File: src/rtl/dram_seq_pkg.sv
// dram_seq_pkg
//   Shared definitions for the DRAM address sequencer:
//   - state encoding localparams and the state_t enum built from them
//   - strobe_t, the bundle of registered DRAM/mux strobes, and its reset value
//   - strobe_for(), the per-state strobe decode. The top registers its result
//     for the *next* state, which keeps every output a flop.
package dram_seq_pkg;

  localparam logic [2:0] ST_IDLE    = 3'd0;
  localparam logic [2:0] ST_ROW     = 3'd1;
  localparam logic [2:0] ST_RAS     = 3'd2;
  localparam logic [2:0] ST_COL     = 3'd3;
  localparam logic [2:0] ST_CAS     = 3'd4;
  localparam logic [2:0] ST_PRE     = 3'd5;
  localparam logic [2:0] ST_REF_CAS = 3'd6;
  localparam logic [2:0] ST_REF_RAS = 3'd7;

  typedef enum logic [2:0] {
    S_IDLE    = ST_IDLE,
    S_ROW     = ST_ROW,
    S_RAS     = ST_RAS,
    S_COL     = ST_COL,
    S_CAS     = ST_CAS,
    S_PRE     = ST_PRE,
    S_REF_CAS = ST_REF_CAS,
    S_REF_RAS = ST_REF_RAS
  } state_t;

  typedef struct packed {
    logic ras_n;
    logic cas_n;
    logic we_n;
    logic mux_sel;
    logic mux_oe_n;
  } strobe_t;

  localparam strobe_t STROBE_RST = '{ras_n: 1'b1, cas_n: 1'b1, we_n: 1'b1,
                                     mux_sel: 1'b0, mux_oe_n: 1'b1};

  // IDLE and PRE share the reset pattern; everything else departs from it.
  function automatic strobe_t strobe_for(input state_t s, input logic we_l);
    strobe_t o;
    o = STROBE_RST;
    case (s)
      S_ROW: o.mux_oe_n = 1'b0;
      S_RAS: begin
        o.mux_oe_n = 1'b0;
        o.ras_n    = 1'b0;
      end
      S_COL: begin
        o.mux_oe_n = 1'b0;
        o.ras_n    = 1'b0;
        o.mux_sel  = 1'b1;
        o.we_n     = ~we_l;
      end
      S_CAS: begin
        o.mux_oe_n = 1'b0;
        o.ras_n    = 1'b0;
        o.cas_n    = 1'b0;
        o.mux_sel  = 1'b1;
        o.we_n     = ~we_l;
      end
      // CAS-before-RAS: the muxes stay tri-stated, no address is needed.
      S_REF_CAS: o.cas_n = 1'b0;
      S_REF_RAS: begin
        o.ras_n = 1'b0;
        o.cas_n = 1'b0;
      end
      default: ;
    endcase
    return o;
  endfunction

endpackage

File: src/rtl/dram_refresh_timer.sv
// dram_refresh_timer
//   Free-running refresh down-counter plus sticky pending flag.
//   Only instantiated when DRAM_REFRESH_EN is defined.
// Ports:
//   clk      in   system clock
//   reset_n  in   async active-low reset (reloads counter, clears pending)
//   take     in   sequencer is entering REF_CAS this cycle
//   pending  out  refresh owed to the DRAM
module dram_refresh_timer #(
  parameter int REFRESH_PERIOD = 64
) (
  input  logic clk,
  input  logic reset_n,
  input  logic take,
  output logic pending
);

  localparam int CW = $clog2(REFRESH_PERIOD);
  localparam logic [CW-1:0] RELOAD = CW'(REFRESH_PERIOD - 1);

  logic [CW-1:0] r_cnt;
  logic          r_pending;
  logic          w_expire;

  // The counter holds 0 for one cycle and reloads on the following edge,
  // so expiries are exactly REFRESH_PERIOD clocks apart.
  assign w_expire = (r_cnt == '0);

  always_ff @(posedge clk or negedge reset_n) begin
    if (!reset_n) begin
      r_cnt     <= RELOAD;
      r_pending <= 1'b0;
    end else begin
      r_cnt     <= w_expire ? RELOAD : r_cnt - 1'b1;
      // A fresh expiry beats a take in the same cycle; a second expiry while
      // already pending collapses into the one flag.
      r_pending <= w_expire | (r_pending & ~take);
    end
  end

  assign pending = r_pending;

endmodule

File: src/rtl/dram_addr_seq.sv
// dram_addr_seq
//   Drives RAS/CAS/WE and the '257 address mux select/enable for one DRAM
//   bank: row address (mux A), then column address (mux B), then precharge.
//   With DRAM_REFRESH_EN defined, CAS-before-RAS refresh is arbitrated
//   against CPU accesses (refresh wins in IDLE); otherwise refresh_busy is 0.
// Ports:
//   clk, reset_n          clock, async active-low reset
//   req, we               CPU request (level, held until ack) and write flag
//   ack                   one-cycle pulse in the last CAS cycle
//   ras_n, cas_n, we_n    DRAM strobes
//   mux_sel, mux_oe_n     address mux select (0=row) and enable (low active)
//   refresh_busy          high during REF_CAS/REF_RAS
module dram_addr_seq
  import dram_seq_pkg::*;
#(
  parameter int RAS_TO_MUX     = 1,
  parameter int CAS_CYC        = 2,
  parameter int RAS_PRE_CYC    = 2,
  parameter int REFRESH_PERIOD = 64
) (
  input  logic clk,
  input  logic reset_n,
  input  logic req,
  input  logic we,
  output logic ack,
  output logic ras_n,
  output logic cas_n,
  output logic we_n,
  output logic mux_sel,
  output logic mux_oe_n,
  output logic refresh_busy
);

  if (RAS_TO_MUX < 1 || CAS_CYC < 1 || RAS_PRE_CYC < 1 || REFRESH_PERIOD < 8) begin : g_bad_cfg
    $error("dram_addr_seq: illegal timing parameters");
  end

  // One shared down-counter times every multi-cycle state; REF_RAS is the
  // longest unless precharge is longer.
  localparam int CNT_MAX = ((RAS_TO_MUX + CAS_CYC) > RAS_PRE_CYC) ?
                           (RAS_TO_MUX + CAS_CYC) : RAS_PRE_CYC;
  localparam int CW      = $clog2(CNT_MAX);
  localparam logic [CW-1:0] LD_RAS = CW'(RAS_TO_MUX - 1);
  localparam logic [CW-1:0] LD_CAS = CW'(CAS_CYC - 1);
  localparam logic [CW-1:0] LD_PRE = CW'(RAS_PRE_CYC - 1);

  state_t        r_state, w_nxt;
  logic [CW-1:0] r_cnt, w_cnt_nxt;
  logic          r_we;
  logic          w_accept;
  logic          w_ack_nxt;
  strobe_t       r_strobe;
  logic          r_ack;

`ifdef DRAM_REFRESH_EN
  localparam logic [CW-1:0] LD_REF = CW'(RAS_TO_MUX + CAS_CYC - 1);

  logic w_pending;
  logic w_take;
  logic r_ref_busy;

  dram_refresh_timer #(
    .REFRESH_PERIOD(REFRESH_PERIOD)
  ) u_ref_timer (
    .clk     (clk),
    .reset_n (reset_n),
    .take    (w_take),
    .pending (w_pending)
  );
`endif

  always_comb begin
    w_nxt     = r_state;
    w_cnt_nxt = r_cnt;
    w_accept  = 1'b0;
`ifdef DRAM_REFRESH_EN
    w_take    = 1'b0;
`endif
    case (r_state)
      S_IDLE: begin
`ifdef DRAM_REFRESH_EN
        if (w_pending) begin
          w_nxt  = S_REF_CAS;
          w_take = 1'b1;
        end else
`endif
        if (req) begin
          w_nxt    = S_ROW;
          w_accept = 1'b1;
        end
      end
      S_ROW: begin
        w_nxt     = S_RAS;
        w_cnt_nxt = LD_RAS;
      end
      S_RAS: begin
        if (r_cnt == '0) w_nxt = S_COL;
        else             w_cnt_nxt = r_cnt - 1'b1;
      end
      S_COL: begin
        w_nxt     = S_CAS;
        w_cnt_nxt = LD_CAS;
      end
      S_CAS: begin
        if (r_cnt == '0) begin
          w_nxt     = S_PRE;
          w_cnt_nxt = LD_PRE;
        end else begin
          w_cnt_nxt = r_cnt - 1'b1;
        end
      end
      S_PRE: begin
        if (r_cnt == '0) w_nxt = S_IDLE;
        else             w_cnt_nxt = r_cnt - 1'b1;
      end
`ifdef DRAM_REFRESH_EN
      S_REF_CAS: begin
        w_nxt     = S_REF_RAS;
        w_cnt_nxt = LD_REF;
      end
      S_REF_RAS: begin
        if (r_cnt == '0) begin
          w_nxt     = S_PRE;
          w_cnt_nxt = LD_PRE;
        end else begin
          w_cnt_nxt = r_cnt - 1'b1;
        end
      end
`endif
      default: w_nxt = S_IDLE;
    endcase
  end

  // Outputs are decoded from the next state so they are registered yet
  // line up with the state they describe.
  assign w_ack_nxt = (w_nxt == S_CAS) && (w_cnt_nxt == '0);

  always_ff @(posedge clk or negedge reset_n) begin
    if (!reset_n) begin
      r_state  <= S_IDLE;
      r_cnt    <= '0;
      r_we     <= 1'b0;
      r_strobe <= STROBE_RST;
      r_ack    <= 1'b0;
    end else begin
      r_state  <= w_nxt;
      r_cnt    <= w_cnt_nxt;
      r_strobe <= strobe_for(w_nxt, r_we);
      r_ack    <= w_ack_nxt;
      if (w_accept) r_we <= we;
    end
  end

`ifdef DRAM_REFRESH_EN
  always_ff @(posedge clk or negedge reset_n) begin
    if (!reset_n) r_ref_busy <= 1'b0;
    else          r_ref_busy <= (w_nxt == S_REF_CAS) || (w_nxt == S_REF_RAS);
  end
  assign refresh_busy = r_ref_busy;
`else
  assign refresh_busy = 1'b0;
`endif

  assign ack      = r_ack;
  assign ras_n    = r_strobe.ras_n;
  assign cas_n    = r_strobe.cas_n;
  assign we_n     = r_strobe.we_n;
  assign mux_sel  = r_strobe.mux_sel;
  assign mux_oe_n = r_strobe.mux_oe_n;

endmodule
File: config.mk
export PLATFORM = sky130hd
export DESIGN_NAME = dram_addr_seq
export DESIGN_NICKNAME = d
export VERILOG_FILES = /design/src/rtl/dram_seq_pkg.sv /design/src/rtl/dram_refresh_timer.sv /design/src/rtl/dram_addr_seq.sv
export SDC_FILE = /design/constraint.sdc
export NUM_CORES = 1
export LEC_CHECK = 0
export CORE_AREA = 2 2 40 42
export DETAILED_ROUTE_END_ITERATION = 7
export DIE_AREA = 0 0 42 44
export GPL_TIMING_DRIVEN = 0
export MAX_ROUTING_LAYER = met4
export PLACE_DENSITY = 0.67
export SLEW_MARGIN = 20
export SYNTH_ARGS = -nofsm -noshare
export SYNTH_HDL_FRONTEND = slang
export SYNTH_SLANG_ARGS = --single-unit
File: constraint.sdc
create_clock -name clk -period 2.3 [get_ports clk]
set_clock_uncertainty 0.2 [all_clocks]
set_input_delay 0.46 -clock clk [delete_from_list [all_inputs] [get_ports clk]]
set_output_delay 0.46 -clock clk [all_outputs]
set_load 0.02 [all_outputs]
==> flow_metrics.tcl <==
set metrics [dict create \
    drt_pass1_iterations 4 \
    r2r-start "r_state[1]" \
    drt-initial-drc-count 12 \
    ys_warn_count 0 \
    fillers 138 \
    powerDensity_nw_per_um2 1410 \
    slowest_delay_ps 590 \
    setup_violations 0 \
    dpl.hpwl_um 733 \
    synthCells 53 \
    grt_pass1_vias 416 \
    whs_ps 226 \
    synth_seq_cells 12 \
    die_w_um 42 \
    root_buffer "clkbuf_4" \
    crit_type "flop to primary output" \
    portBuffers 9 \
    place_area_um2 694 \
    hold_path_class "flop to flop" \
    worst_setup_path_end_kind "primary output" \
    die_y_um 44 \
    path_max_fanout 1 \
    cts_sinks 12 \
    slowest_stage "clkdlybuf4s50_1" \
    finalSetupTns_ps 0 \
    routed_wl_um 1100 \
    final_nets 71 \
    diodes 0 \
    min_from "r_we" \
    vias 424 \
    ir_drop_uv 594 \
    dieArea_um2 1850 \
    syn_area_um2 584 \
    gp_congestion 0.803 \
    grt_max_degree 13 \
    core-area_um2 1420 \
    finalCritPeriodShare_pct 89.3 \
    avgRoutedWirePerCell_um 13.4 \
    ios 11 \
    drive_above_1_share_pct 28.8 \
    worstPathArrival_ps 1390 \
    h-tree-depth 1 \
    antenna_found_initial 0 \
    hold_viol 0 \
    rows 14 \
    crit_path_start_kind "flop" \
    critPathLaunch "mux_oe_n" \
    syn_area_per_cell_um2 11.0 \
    ctsResizeCount 0 \
    ant_nets 0 \
    initial_utilization_pct 41.2 \
    grt_setup_unrepaired "false" \
    maxSlewViolCount 0 \
    cp_top_family "buffers and inverters" \
    clock.fmax_ghz 0.487 \
    vias_per_cell 5.17 \
    path_clk_slew_ps 80 \
    slew_headroom_pct 65.3 \
    finalCriticalPeriod_ps 2050 \
    multi_input_area_um2 231 \
    critical_path_required_ps 1640 \
    crit_path_cell_trace "clkdlybuf4s50_1" \
    area_growth_pct 25.1 \
    crit_buf_inv 1 \
    cts_max_path_buffers 2 \
    cap_violations 0 \
    fin_area_um2 731 \
    leakage_nw 0.330 \
    hold_buffers 0 \
    cts_buffers 3 \
    worstSkewPairLatency_ps 280 \
    synth.net_count 57 \
    grt.total_usage_pct 14.5 \
    grt_pass1_wl_um 1860 \
    status "finished, final reports clean" \
    ys_types 30 \
    seq_area_um2 305 \
    post_cts.repair.setup_buffers 0 \
    drc 0 \
    worst_slew_pin_slew_ps 519 \
    cts_tree "done" \
    overflow 0 \
    synth-seq-area-share_pct 52.2 \
]
-- cell type report --
type / count / area share [%]
plain buffers: 4 / 5.48
clock buffers: 4 / 4.97
inverters: 2 / 1.03
multi-input cells: 35 / 31.7
flip-flops and latches: 12 / 41.8
well taps: 16 / 2.74
repair buffers: 9 / 12.3
-- where the power goes --
| part | switching (mW) | total, mW | leakage (nW) | internal (mW) |
|---|---|---|---|---|
| clock network | 0.0750 | 0.171 | 0.0210 | 0.0965 |
| logic | 0.252 | 0.493 | 0.164 | 0.241 |
| registers | 0.0492 | 0.365 | 0.145 | 0.316 |
-- logic make-up after synthesis --
group	after synthesis	synth area share [%]
AND/OR/NAND/NOR	19	17.8
buffers and inverters	6	8.14
XOR/XNOR	2	3.00
multiplexers	3	5.57
AO/OA/AOI/OAI	10	12.6
other	1	0.642
flip-flops	12	52.2
-- metrics by stage --
step	instances	setup slack (ps)	util, %	power [mW]
3_5_place_dp	78	531	48.9	0.857
3_3_place_gp	78	537	48.9	0.844
5_1_grt	82	215	51.5	1.09
4_1_cts	82	240	51.5	1.03
2_1_floorplan	53	975	-	0.710
6_report	82	245	51.5	1.03
-- sequential cells by signal (all words and copies together), names as in the netlist --
register  count
ack           1
cas_n         1
mux_oe_n      1
mux_sel       1
r_cnt         2
r_state       3
r_we          1
ras_n         1
we_n          1
-- per-layer routing --
layer / vias up / GRT usage (%) / part of all wire (%)
met1: 203 / 16.8 / 44
met4: 0 / 9.68 / 2.8
met3: 5 / 3.75 / 4.0
met5: - / - / 0
met2: 9 / 22.2 / 49
li1: 207 / - / -
-- layout by cell type (no fill, tap or decap), drive strengths merged --
master and n:
a21o 1, nor2 8, o21bai 2, and3 1, o21ai 1, nand2 2, conb 1, mux2i 1
a21oi 2, o221a 1, xor2 1, dfrtp 8, nor4 1, nor4b 1, nand3b 1, clkbuf 5
nor3 1, clkdlybuf4s50 9, nand2b 2, and2b 2, xnor2 1, a211o 1, inv 2, a31oi 1
a221oi 1, buf 3, mux2 2, dfstp 4
-- cell usage after synthesis (all sizes together) --
library cell	count	share of area, %
a211o	1	1.5
a21o	1	1.5
a21oi	2	1.7
a221oi	1	1.5
a31oi	1	1.1
and2b	2	2.8
and3	1	1.3
buf	3	4.5
clkbuf	1	2.4
conb	1	0.64
dfrtp	8	34
dfstp	4	18
inv	2	1.3
mux2	2	3.9
mux2i	1	1.7
nand2	2	1.3
nand2b	2	2.1
nand3b	1	1.3
nor2	8	5.6
nor3	1	0.86
nor4	1	1.1
nor4b	1	1.5
o21ai	1	0.86
o21bai	2	2.6
o221a	1	1.9
xnor2	1	1.5
xor2	1	1.5
-- path summary, 6_finish.rpt --
check                           endpoint  slack, ps  cells after the start
max in group asynchronous           we_n       1220                      1
min in group asynchronous       r_cnt[1]        310                      1
worst max-delay path            mux_oe_n        250                      1
worst max register to register      r_we        880                      4
worst min-delay path                we_n        230                      1
worst min register to register      we_n        230                      1
No activity file was read; power rests on OpenSTA's default activity.
